$ cat src/rtl/scene_scan.sv
// rtl/scene_scan.sv - 640x480 scan generator with wall-map lookup and tank sprite classification
//
// Purpose: divides clk_100mhz by four into pixel ticks, walks an 800x525
// raster (visible area plus front porch, sync and back porch), fetches the
// 32x32 wall tile under the current pixel from an external map RAM and
// classifies every pixel as NONE, WALL or TANK for the colour stage.
//
// Ports:
//   clk_100mhz  - system clock, all registers on its rising edge
//   rst_n       - asynchronous active-low reset
//   tank_x/y    - tank sprite top-left column/row, sampled once per frame
//   map_addr    - tile address to the wall map RAM (20 tiles per row)
//   map_data    - wall bit returned by the RAM one clock after map_addr
//   category    - pixel class: 0 NONE, 1 WALL, 2 TANK
//   hsync/vsync - active-low sync pulses
//   video_on    - high while the displayed pixel is in the visible area
//   frame_start - one-clock pulse when the raster returns to pixel (0,0)
//
// The porch/sync parameters default to the standard 640x480 timing; they
// exist so the same raster logic can be exercised on a reduced geometry.
module scene_scan #(
  parameter int H_VIS   = 640,
  parameter int V_VIS   = 480,
  parameter int H_FRONT = 16,
  parameter int H_SYNC  = 96,
  parameter int H_BACK  = 48,
  parameter int V_FRONT = 10,
  parameter int V_SYNC  = 2,
  parameter int V_BACK  = 33
) (
  input  logic       clk_100mhz,
  input  logic       rst_n,
  input  logic [9:0] tank_x,
  input  logic [9:0] tank_y,
  output logic [8:0] map_addr,
  input  logic       map_data,
  output logic [3:0] category,
  output logic       hsync,
  output logic       vsync,
  output logic       video_on,
  output logic       frame_start
);

  localparam int H_TOTAL = H_VIS + H_FRONT + H_SYNC + H_BACK;
  localparam int V_TOTAL = V_VIS + V_FRONT + V_SYNC + V_BACK;

  localparam logic [9:0] H_LAST   = 10'(H_TOTAL - 1);
  localparam logic [9:0] V_LAST   = 10'(V_TOTAL - 1);
  localparam logic [9:0] H_VIS_W  = 10'(H_VIS);
  localparam logic [9:0] V_VIS_W  = 10'(V_VIS);
  localparam logic [9:0] HS_FIRST = 10'(H_VIS + H_FRONT);
  localparam logic [9:0] HS_LAST  = 10'(H_VIS + H_FRONT + H_SYNC - 1);
  localparam logic [9:0] VS_FIRST = 10'(V_VIS + V_FRONT);
  localparam logic [9:0] VS_LAST  = 10'(V_VIS + V_FRONT + V_SYNC - 1);

  localparam logic [3:0] CAT_NONE = 4'd0;
  localparam logic [3:0] CAT_WALL = 4'd1;
  localparam logic [3:0] CAT_TANK = 4'd2;

  logic [1:0] d;
  logic [9:0] h;
  logic [9:0] v;
  logic [9:0] tx;
  logic [9:0] ty;

  logic tick;
  logic line_end;
  logic frame_end;
  logic visible;
  logic in_hsync;
  logic in_vsync;
  logic in_tank;

  // Tank box compared one bit wider than the counters so tx+31 cannot wrap
  // back into low columns when the tank sits near the right/bottom edge.
  logic [10:0] h_w;
  logic [10:0] v_w;
  logic [10:0] tx_w;
  logic [10:0] ty_w;

  assign tick      = (d == 2'd3);
  assign line_end  = (h == H_LAST);
  assign frame_end = line_end && (v == V_LAST);
  assign visible   = (h < H_VIS_W) && (v < V_VIS_W);
  assign in_hsync  = (h >= HS_FIRST) && (h <= HS_LAST);
  assign in_vsync  = (v >= VS_FIRST) && (v <= VS_LAST);

  assign h_w  = {1'b0, h};
  assign v_w  = {1'b0, v};
  assign tx_w = {1'b0, tx};
  assign ty_w = {1'b0, ty};
  assign in_tank = (h_w >= tx_w) && (h_w <= tx_w + 11'd31) &&
                   (v_w >= ty_w) && (v_w <= ty_w + 11'd31);

  // Address is presented during phases 0..1 of a pixel so the RAM answer is
  // already on map_data at the phase-1 edge where the class is registered.
  always_comb begin
    map_addr = 9'd0;
    if (visible) begin
      map_addr = 9'(v[9:5]) * 9'd20 + 9'(h[9:5]);
    end
  end

  always_ff @(posedge clk_100mhz or negedge rst_n) begin
    if (!rst_n) begin
      d           <= 2'd0;
      h           <= 10'd0;
      v           <= 10'd0;
      tx          <= 10'd0;
      ty          <= 10'd0;
      category    <= CAT_NONE;
      hsync       <= 1'b1;
      vsync       <= 1'b1;
      video_on    <= 1'b0;
      frame_start <= 1'b0;
    end else begin
      d           <= d + 2'd1;
      frame_start <= 1'b0;

      if (tick) begin
        if (line_end) begin
          h <= 10'd0;
          v <= (v == V_LAST) ? 10'd0 : v + 10'd1;
        end else begin
          h <= h + 10'd1;
        end
        // Sprite position is frozen for the whole frame to avoid tearing.
        if (frame_end) begin
          tx          <= tank_x;
          ty          <= tank_y;
          frame_start <= 1'b1;
        end
      end

      if (d == 2'd1) begin
        video_on <= visible;
        hsync    <= !in_hsync;
        vsync    <= !in_vsync;
        if (!visible) begin
          category <= CAT_NONE;
        end else if (in_tank) begin
          category <= CAT_TANK;
        end else if (map_data) begin
          category <= CAT_WALL;
        end else begin
          category <= CAT_NONE;
        end
      end
    end
  end

endmodule

$ cat config.mk
export PLATFORM = sky130hd
export DESIGN_NAME = scene_scan
export DESIGN_NICKNAME = d
export VERILOG_FILES = /design/src/rtl/scene_scan.sv
export SDC_FILE = /design/constraint.sdc
export NUM_CORES = 1
export LEC_CHECK = 0
export CAP_MARGIN = 20
export CELL_PAD_IN_SITES_DETAIL_PLACEMENT = 1
export CELL_PAD_IN_SITES_GLOBAL_PLACEMENT = 1
export CORE_MARGIN = 2
export CORE_UTILIZATION = 48
export CTS_BUF_LIST = sky130_fd_sc_hd__clkbuf_16
export DETAILED_ROUTE_END_ITERATION = 10
export PLACE_DENSITY_LB_ADDON = 0.1
export SLEW_MARGIN = 25
export SYNTH_ARGS = -nofsm -noshare
export SYNTH_HDL_FRONTEND = slang
export SYNTH_SLANG_ARGS = --single-unit
$ cat constraint.sdc
create_clock -name clk_100mhz -period 9.3 [get_ports clk_100mhz]
set_clock_uncertainty 0.1 [all_clocks]
set_input_delay 2.79 -clock clk_100mhz [delete_from_list [all_inputs] [get_ports clk_100mhz]]
set_output_delay 2.79 -clock clk_100mhz [all_outputs]
set_load 0.005 [all_outputs]
Word level (Yosys, flattened, before mapping)
Cells that the tools add are included.
{"block": "word_totals", "ff_bits": 50, "out_inout_bits": 17, "elab_cells": 50}
{"block": "classes", "n_addsub": 6, "mul": 1, "magnitude_cmp": 10, "n_eq_ne": 4, "mux": 8, "reduce_logical": 11}
{"operator": "10-bit by 5-bit adder with 11-bit output, second input constant", "n": 2}
{"operator": "10-bit by 11-bit <= comparator with 1-bit output", "n": 2}
{"operator": "10-bit by 1-bit adder with 10-bit output, second input constant", "n": 2}
{"operator": "10-bit == test, second input constant", "n": 2}
{"operator": "10-bit >= comparator", "n": 2}
{"operator": "10-bit 2-to-1 mux", "n": 2}
{"operator": "10-bit >= comparator, second input constant", "n": 1}
{"operator": "10-bit by 9-bit >= comparator with 1-bit output, second input constant", "n": 1}
{"operator": "10-bit <= comparator, second input constant", "n": 1}
{"operator": "10-bit by 9-bit <= comparator with 1-bit output, second input constant", "n": 1}
{"operator": "10-bit less-than comparator, second input constant", "n": 1}
{"operator": "10-bit by 9-bit less-than comparator with 1-bit output, second input constant", "n": 1}
{"operator": "9-bit by 5-bit adder with 9-bit output", "n": 1}
{"operator": "9-bit 2-to-1 mux", "n": 1}
{"operator": "1-bit logical AND", "n": 7}
{"operator": "5-bit by 3-bit multiplier with 7-bit output, second input constant", "n": 1}
{"operator": "2-bit 2-to-1 mux", "n": 2}
{"operator": "2-bit AND reduction", "n": 2}
{"operator": "1-bit 2-to-1 mux", "n": 3}
{"operator": "2-bit by 1-bit adder with 2-bit output, second input constant", "n": 1}
{"operator": "2-bit by 1-bit == test with 1-bit output, second input constant", "n": 1}
{"operator": "2-bit == test, second input constant", "n": 1}
{"operator": "1-bit zero test", "n": 2}

Logic depth before layout (Yosys ltp)
Gate-level depths: netlist of the first run.
{"block": "depth", "depth_word": 7, "ltp_mapped": 12}

Worst setup path after synthesis of the first run
OpenSTA, ideal clock, no wires.
{"block": "synth_path", "path_kind": "reg2out", "from": "reg v[6]", "to": "out map_addr[7]", "t_arrival_ns": 2.087, "required_ns": 6.410, "path_slack_ns": 4.323, "stages_incl_launch_ff": 7, "cell_sequence": "dfrtp_1 -> ha_1 -> ha_1 -> fa_1 -> xor2_1 -> or3_1 -> a21oi_1"}
{"block": "synth_via", "elab_chain_len": 3}
{"item": "from (decl)", "line_no": "62", "rtl": "logic [9:0] v;"}
{"item": "from (signal assigned)", "line_no": "123", "rtl": "v <= (v == V_LAST) ? 10'd0 : v + 10'd1;"}
{"item": "5-bit by 3-bit multiplier with 7-bit output or 10-bit by 9-bit less-than comparator with 1-bit output (tied branches)", "line_no": "100, 84"}
{"item": "9-bit by 5-bit adder with 9-bit output or 1-bit logical AND (tied branches)", "line_no": "100, 84"}
{"item": "9-bit 2-to-1 mux *", "line_no": "99", "rtl": "if (visible) begin"}
{"item": "to (decl)", "line_no": "35", "rtl": "output logic [8:0] map_addr,"}
Mark *: on every way between the ends. The rest lies on a longest branch, timed or not.

Final worst setup path of the first run
{"block": "layout_path", "from": "reg v[6]", "to": "out map_addr[8]"}
Same word-level chain as after synthesis.

==> results.rst, run 1 <==
.. list-table::
   :header-rows: 1

   * - Metric
     - Value
   * - Total of fill cells in the finished design
     - 911
   * - Highest clock rate
     - 168 MHz
   * - Hold Path End
     - d[0]
   * - H-Tree Depth
     - 2
   * - Final clock period utilization by the worst path
     - 64.1%
   * - Routability congestion estimate
     - 0.863
   * - Sum of net half-perimeters after detailed placement
     - 7.03 mm
   * - Fin cells
     - 542
   * - Antenna violations before repair
     - 0
   * - Total CTS buffers
     - 5
   * - Maximum vdd drop
     - 69.2 uV
   * - Maximum single-stage delay on the critical path
     - 0.54 ns
   * - Largest net degree at the start of global routing
     - 49
   * - Most used DFF post-synth
     - sky130_fd_sc_hd__dfrtp_1
   * - Number of buffers inserted by post-CTS setup repair
     - 0
   * - Hold Crit Class
     - register to register
   * - Smallest setup slack after layout
     - 3.34 ns
   * - Effective utilization at floorplan
     - 49.3%
   * - Quantity of hold-fixing buffers added after cts
     - 0
   * - Worst setup SP type
     - register
   * - Width of the chip
     - 92.9 um
   * - Clock Tree Buf Depth
     - 2
   * - Cell row count
     - 32
   * - Synthesized instance count
     - 406
   * - Number of synthesized flops with an enable pin
     - 0
   * - Pins over their slew limit
     - 0
   * - Bufs and invs on worst path
     - 1
   * - Clock tree root buffer cell
     - sky130_fd_sc_hd__clkbuf_16
   * - PwrDens
     - 93.9 nW/um^2
   * - Leak
     - 0.00207 uW
   * - Hold Fails Final Rpt
     - 0
   * - Reg clk slew, reported paths
     - 0.07 ns
   * - Worst setup slack for register-to-register paths
     - 6.14 ns
   * - Cell family contributing the most delay on the critical path
     - adder cells
   * - Fraction of synthesis flops using an asynchronous set or reset pin
     - 100%
   * - CP Cell Sequence
     - ha_1 > ha_1 > fa_1 > xor2_1 > nand3_1 > xor2_1 > nor4bb_1 > clkdlybuf4s50_1
   * - Critical path class
     - register to output port
   * - Util after Layout
     - 56.5%
   * - Global-route wire length before repair
     - 15.5 mm
   * - Min-Delay Path Depth
     - 1
   * - Routed length per instance
     - 16.9 um
   * - Critical register-to-register path startpoint
     - ty[0]
   * - Capturing point of the worst reg2reg path
     - category[0]
   * - Dominant cells by area after synthesis
     - sky130_fd_sc_hd__dfrtp_1 (30%), sky130_fd_sc_hd__ha_1 (19%), sky130_fd_sc_hd__xnor2_1 (5.5%)
   * - Synthesized cell area
     - 3790 um^2
   * - Portion of the post-synthesis area used by sequential elements
     - 31.7%
   * - Area of the placeable core
     - 7690 um^2
   * - Max stage delay cell, worst path
     - sky130_fd_sc_hd__clkdlybuf4s50_1
   * - Routed via count divided by cell count
     - 5.63
   * - Flop and latch count out of synthesis
     - 48
   * - GRT Util Overall
     - 22.6%
   * - Drt drc
     - 0
   * - Critical path required time
     - 6.41 ns
   * - Post-route ant nets
     - 0
   * - Worst endpoint data arrival time
     - 3.07 ns
   * - Maximum fanout along the worst path
     - 11
   * - Share of Yosys cell area claimed by the top area cell type
     - 30.4%
   * - Die area
     - 8630 um^2
   * - Antenna diode count
     - 0
   * - Vias in the first global route
     - 3236
   * - Via count
     - 3052
   * - Initial drt markers
     - 66
   * - Total of endpoints with negative setup slack in the final report
     - 0
   * - RSZ-0062 raised after global routing
     - no
   * - Result of the run
     - completed
   * - Post-cts resize count
     - 0
   * - Number of port buffers
     - 37
   * - Top Ports
     - 40
   * - Proportion of layout cells with a drive suffix above 1
     - 9.77%
   * - GRT Residual Overflow
     - 0
   * - Source of the worst hold timing path
     - d[0]
   * - Die height
     - 92.9 um
   * - Worst-Skew Late Latency
     - 0.30 ns
   * - Transition at the pin with the smallest max-transition slack
     - 0.710 ns
   * - Pre-CTS worst setup slack
     - 3.61 ns
   * - Worst Hold Slack
     - 0.363 ns
   * - Leading area contributor after synthesis
     - sky130_fd_sc_hd__dfrtp_1
   * - Setup_tns
     - 0 ns
   * - CTS tree
     - done
   * - # Max-Cap Violations
     - 0
   * - Number of warning messages in the yosys log
     - 0
   * - Worst slew margin relative to its limit
     - 51.5%
   * - Clock period minus final worst setup slack
     - 5.96 ns
   * - Routed wire length
     - 9.16 mm
   * - Clock tree sinks
     - 48
   * - Number of distinct library cells after synthesis
     - 54
   * - Placed cells
     - 534
   * - Area grow syn2layout
     - 14.5%
   * - FF-to-FF path depth
     - 11
   * - TritonRoute pass-1 iters
     - 4
   * - Post-synthesis average cell area
     - 9.34 um^2
   * - Net count reported at finish
     - 521
   * - Kind of end point of the critical path
     - output port
==> synth_stat cells, types with 2 or more instances <==
library cell,instances
sky130_fd_sc_hd__nor2_1,18
sky130_fd_sc_hd__nand4_1,14
sky130_fd_sc_hd__xnor2_1,24
sky130_fd_sc_hd__buf_2,3
sky130_fd_sc_hd__fa_1,2
sky130_fd_sc_hd__a21boi_0,2
sky130_fd_sc_hd__nor3_1,8
sky130_fd_sc_hd__inv_1,31
sky130_fd_sc_hd__a21oi_1,17
sky130_fd_sc_hd__o22ai_1,4
sky130_fd_sc_hd__a31o_2,2
sky130_fd_sc_hd__a31oi_1,3
sky130_fd_sc_hd__a2111oi_0,3
sky130_fd_sc_hd__a211oi_1,4
sky130_fd_sc_hd__dfstp_2,2
sky130_fd_sc_hd__ha_1,57
sky130_fd_sc_hd__buf_6,5
sky130_fd_sc_hd__a21o_1,4
sky130_fd_sc_hd__o21a_1,4
sky130_fd_sc_hd__nand2_1,52
sky130_fd_sc_hd__o21ai_0,19
sky130_fd_sc_hd__nor2b_1,4
sky130_fd_sc_hd__nor3_2,2
sky130_fd_sc_hd__o21ai_2,19
sky130_fd_sc_hd__o31ai_1,3
sky130_fd_sc_hd__dfrtp_1,46
sky130_fd_sc_hd__nand3b_1,2
sky130_fd_sc_hd__o211ai_1,4
sky130_fd_sc_hd__buf_4,4
sky130_fd_sc_hd__o21ai_1,4
sky130_fd_sc_hd__or3_1,2
sky130_fd_sc_hd__and3_1,3
sky130_fd_sc_hd__nand3_1,5
sky130_fd_sc_hd__and2_1,5
sky130_fd_sc_hd__xor2_1,6
==> final cells by class <==
cell class                      count  area, um^2  area share [%]
Tap cell                          102         128            2.94
Clock buffer                        5         125            2.88
Multi-Input combinational cell    314        2360            54.5
Sequential cell                    48        1200            27.7
Timing Repair Buffer               38         373            8.59
Clock inverter                      3        23.8           0.548
Inverter                           32         123            2.83
==> through the flow <==
step | total power [uW] | area, um^2
after floorplan | 214 | 3800
after global placement | 228 | 4190
after detailed placement | 228 | 4190
after CTS | 412 | 4340
after global routing | 422 | 4340
final | 408 | 4340
==> state kept, by name, indices dropped and copies added, names as in the netlist <==
signal / flops
category: 2
video_on: 1
d: 2
hsync: 1
h: 10
frame_start: 1
ty: 10
tx: 10
v: 10
vsync: 1
==> worst max-delay path by stage <==
stage	cells after the start	startpoint	end
6_report	8	v[6]	map_addr[8]
5_1_grt	8	v[6]	map_addr[8]
4_1_cts	8	v[6]	map_addr[8]
3_5_place_dp	8	v[6]	map_addr[8]
3_3_place_gp	8	v[6]	map_addr[8]
2_1_floorplan	6	v[6]	map_addr[7]
==> per-layer routing <==
| metal | wire length (um) | track usage, % | vias to the layer above |
|---|---|---|---|
| li1 | - | - | 1502 |
| met1 | 3930 | 26.0 | 1522 |
| met2 | 4990 | 43.5 | 18 |
| met3 | 118 | 2.77 | 10 |
| met4 | 119 | 6.50 | 0 |
| met5 | 0 | 0 | - |
==> where the power goes <==
group / total (uW) / switching [uW] / internal [uW]
logic: 14.4 / 5.73 / 8.68
clock network: 184 / 84.1 / 100
registers: 209 / 0.118 / 209
total: 408 / 90.0 / 318
==> cells by family after synthesis <==
group | Yosys count | share of synthesized area (%)
AO/OA/AOI/OAI | 97 | 17.5
XOR/XNOR | 30 | 6.93
adder cells (fa/ha/maj) | 59 | 19.9
buffers and inverters | 45 | 6.00
flip-flops | 48 | 31.7
other | 1 | 0.0989
AND/OR/NAND/NOR | 126 | 17.9
==> placed cells by master, fill, tap and decap left out, types with 3 or more instances in the layout <==
master                            count
sky130_fd_sc_hd__nor3_1               8
sky130_fd_sc_hd__a211oi_1             4
sky130_fd_sc_hd__o31ai_1              3
sky130_fd_sc_hd__nand3_1              5
sky130_fd_sc_hd__xnor2_1             24
sky130_fd_sc_hd__clkbuf_16            5
sky130_fd_sc_hd__o21ai_2             19
sky130_fd_sc_hd__o21ai_1              4
sky130_fd_sc_hd__nor2_1              18
sky130_fd_sc_hd__a21oi_1             17
sky130_fd_sc_hd__clkdlybuf4s50_1     36
sky130_fd_sc_hd__dfrtp_1             46
sky130_fd_sc_hd__and3_1               3
sky130_fd_sc_hd__o21a_1               4
sky130_fd_sc_hd__a2111oi_0            3
sky130_fd_sc_hd__nand2_1             52
sky130_fd_sc_hd__o211ai_1             4
sky130_fd_sc_hd__a21o_1               4
sky130_fd_sc_hd__and2_1               5
sky130_fd_sc_hd__a31oi_1              3
sky130_fd_sc_hd__nor2b_1              4
sky130_fd_sc_hd__nand4_1             14
sky130_fd_sc_hd__o22ai_1              4
sky130_fd_sc_hd__ha_1                57
sky130_fd_sc_hd__xor2_1               6
sky130_fd_sc_hd__inv_1               31
sky130_fd_sc_hd__o21ai_0             19
No activity file was read; power rests on OpenSTA's default activity.
==> inputs of run 2 (changes only) <==
- CORE_UTILIZATION: 48 -> 44
- clock period: 9.3 -> 6 ns (I/O delays scaled with it)
==> results.rst, run 2 (same netlist as run 1, synthesis figures left out) <==
.. list-table::
   :header-rows: 1

   * - Metric
     - Value
   * - Area of the placeable core
     - 8300 um^2 (+8.0%)
   * - Final clock period utilization by the worst path
     - 82.5%
   * - Routed wire length
     - 9.20 mm (+0.39%)
   * - Global-route wire length before repair
     - 16.0 mm (+3.5%)
   * - RSZ-0062 raised after global routing
     - no
   * - Post-route ant nets
     - 0 (unchanged)
   * - Worst-Skew Late Latency
     - 0.29 ns (about the same)
   * - Maximum fanout along the worst path
     - 11 (unchanged)
   * - Pins over their slew limit
     - 0 (unchanged)
   * - Setup_tns
     - 0 ns (unchanged)
   * - Hold Crit Class
     - register to register
   * - Worst endpoint data arrival time
     - 3.05 ns (-0.02 ns)
   * - Total of fill cells in the finished design
     - 987 (+8.3%)
   * - Top Ports
     - 40 (unchanged)
   * - Source of the worst hold timing path
     - d[0]
   * - CP Cell Sequence
     - ha_1 > ha_1 > fa_1 > xor2_1 > or3_1 > a21oi_1 > clkdlybuf4s50_1
   * - Cell row count
     - 33 (+3.1%)
   * - Via count
     - 3038 (-0.46%)
   * - Quantity of hold-fixing buffers added after cts
     - 0 (unchanged)
   * - Net count reported at finish
     - 521 (unchanged)
   * - Initial drt markers
     - 55 (-17%)
   * - Die area
     - 9380 um^2 (+8.7%)
   * - Kind of end point of the critical path
     - output port
   * - Die height
     - 96.8 um (+4.3%)
   * - Leak
     - 0.00207 uW (unchanged)
   * - Worst slew margin relative to its limit
     - 52.0% (+0.58 points)
   * - Vias in the first global route
     - 3316 (+2.5%)
   * - Maximum single-stage delay on the critical path
     - 0.58 ns (+0.04 ns)
   * - Highest clock rate
     - 202 MHz
   * - Routed via count divided by cell count
     - 5.57 (-1.0%)
   * - Routability congestion estimate
     - 0.811 (-6.0%)
   * - Capturing point of the worst reg2reg path
     - category[0]
   * - Hold Fails Final Rpt
     - 0 (unchanged)
   * - Maximum vdd drop
     - 91.3 uV (+32%)
   * - Transition at the pin with the smallest max-transition slack
     - 0.718 ns (+0.00818 ns)
   * - Min-Delay Path Depth
     - 1 (unchanged)
   * - Result of the run
     - completed
   * - Reg clk slew, reported paths
     - 0.07 ns (about the same)
   * - Max stage delay cell, worst path
     - sky130_fd_sc_hd__dfrtp_1
   * - Most frequent cells in the layout
     - sky130_fd_sc_hd__ha_1 (57), sky130_fd_sc_hd__nand2_1 (52), sky130_fd_sc_hd__dfrtp_1 (46), sky130_fd_sc_hd__clkdlybuf4s50_1 (36), sky130_fd_sc_hd__inv_1 (31)
   * - Effective utilization at floorplan
     - 45.7% (-3.6 points)
   * - Critical path class
     - register to output port
   * - Critical register-to-register path startpoint
     - tx[0]
   * - Worst setup slack for register-to-register paths
     - 2.83 ns (-3.31 ns)
   * - TritonRoute pass-1 iters
     - 4 (unchanged)
   * - Drt drc
     - 0 (unchanged)
   * - Hold Path End
     - d[0]
   * - CTS tree
     - done
   * - # Max-Cap Violations
     - 0 (unchanged)
   * - Sum of net half-perimeters after detailed placement
     - 7.18 mm (+2.1%)
   * - Routed length per instance
     - 16.9 um (-0.16%)
   * - Total of endpoints with negative setup slack in the final report
     - 0 (unchanged)
   * - Largest net degree at the start of global routing
     - 49 (unchanged)
   * - GRT Util Overall
     - 20.6% (-2.1 points)
   * - Critical path required time
     - 4.10 ns (-2.31 ns)
   * - Clock tree root buffer cell
     - sky130_fd_sc_hd__clkbuf_16
   * - Clock Tree Buf Depth
     - 2 (unchanged)
   * - Number of port buffers
     - 37 (unchanged)
   * - First element of the critical path
     - v[6]
   * - Total CTS buffers
     - 5 (unchanged)
   * - Area grow syn2layout
     - 14.5% (about the same)
   * - PwrDens
     - 145 nW/um^2 (+55%)
   * - Most common library cell in the layout ignoring fill and taps
     - sky130_fd_sc_hd__ha_1
   * - Post-route cell area
     - 4340 um^2 (about the same)
   * - GRT Residual Overflow
     - 0 (unchanged)
   * - H-Tree Depth
     - 2 (unchanged)
   * - Proportion of layout cells with a drive suffix above 1
     - 9.77% (unchanged)
   * - Cell seen most often among critical-path stages
     - sky130_fd_sc_hd__ha_1
   * - Clock period minus final worst setup slack
     - 4.95 ns
   * - Number of buffers inserted by post-CTS setup repair
     - 0 (unchanged)
   * - Antenna violations before repair
     - 0 (unchanged)
   * - Clock tree sinks
     - 48 (unchanged)
   * - Worst setup SP type
     - register
   * - Antenna diode count
     - 0 (unchanged)
   * - Post-cts resize count
     - 0 (unchanged)
   * - Width of the chip
     - 96.8 um (+4.3%)
   * - FF-to-FF path depth
     - 11 (unchanged)
   * - Post-DP Area
     - 4200 um^2 (about the same)
[run 2: cell counts in the layout (fill, tap and decap cells not counted)]
No cell type changed its count.
[run 2: cell type report]
| class | instances | area [um^2] | share of cell area, % |
|---|---|---|---|
| multi-input combinational | 314 | 2360 | 54.4 |
| inverter | 32 | 123 | 2.82 |
| sequential | 48 | 1200 | 27.7 |
| clock buffer | 5 | 125 | 2.88 |
| tap | 105 | 131 | 3.02 |
| timing repair buffer | 38 | 373 | 8.58 |
| clock inverter | 3 | 23.8 | 0.547 |
[run 2: critical path: cells and delay by family, from the launching register on]
family / cells / cell delay [ns]
and+or+nand+nor: 1 / 0.37
adders and majority gates: 3 / 0.92
xor gates and xnor gates: 1 / 0.19
DFF: 1 / 0.58
AOI/OAI and AO/OA: 1 / 0.16
buffers and inverters: 1 / 0.53
[run 2: worst max-delay path by stage]
stage	end
2_1_floorplan	map_addr[7]
3_3_place_gp	map_addr[7]
3_5_place_dp	map_addr[8]
4_1_cts	map_addr[8]
5_1_grt	map_addr[8]
6_report	map_addr[7]
[run 2: stage by stage]
| step | hold slack [ns] | instances | worst slack (ns) | utilization [%] | power (uW) |
|---|---|---|---|---|---|
| 2_1_floorplan | 0.328 | 407 | 2.01 | - | 332 |
| 3_3_place_gp | 0.341 | 537 | 1.42 | 50.6 | 353 |
| 3_5_place_dp | 0.357 | 537 | 1.34 | 50.6 | 353 |
| 4_1_cts | 0.368 | 545 | 1.02 | 52.3 | 643 |
| 5_1_grt | 0.388 | 545 | 0.876 | 52.3 | 654 |
| 6_report | 0.361 | 545 | 1.05 | 52.3 | 631 |
[run 2: per-layer routing]
| layer | GRT usage [%] | vias up | wire [um] | part of all wire [%] |
|---|---|---|---|---|
| li1 | - | 1504 | - | - |
| met1 | 23.9 | 1499 | 3910 | 42 |
| met2 | 39.2 | 23 | 5010 | 55 |
| met3 | 2.89 | 12 | 128 | 1.4 |
| met4 | 5.31 | 0 | 148 | 1.6 |
| met5 | 0 | - | 0 | 0 |
[run 2: power by group]
part           internal, uW  total [uW]  switching, uW
registers               324         324          0.146
clock network           155         284            129
logic                  13.4        22.4           8.96
total                   492         631            138
==> inputs of run 3 (changes only) <==
- clock period: 6 -> 5 ns (I/O delays scaled with it)
==> results of run 3 <==
The final DEF is identical to that of run 2. Status: completed.
Among the figures that moved: setup slack after placement 1.34 ns -> 0.644 ns; setup slack after layout 1.05 ns -> 0.352 ns; register-to-register setup slack 2.83 ns -> 1.83 ns; total power 631 uW -> 757 uW; worst IR drop on VDD 91.3 uV -> 110 uV
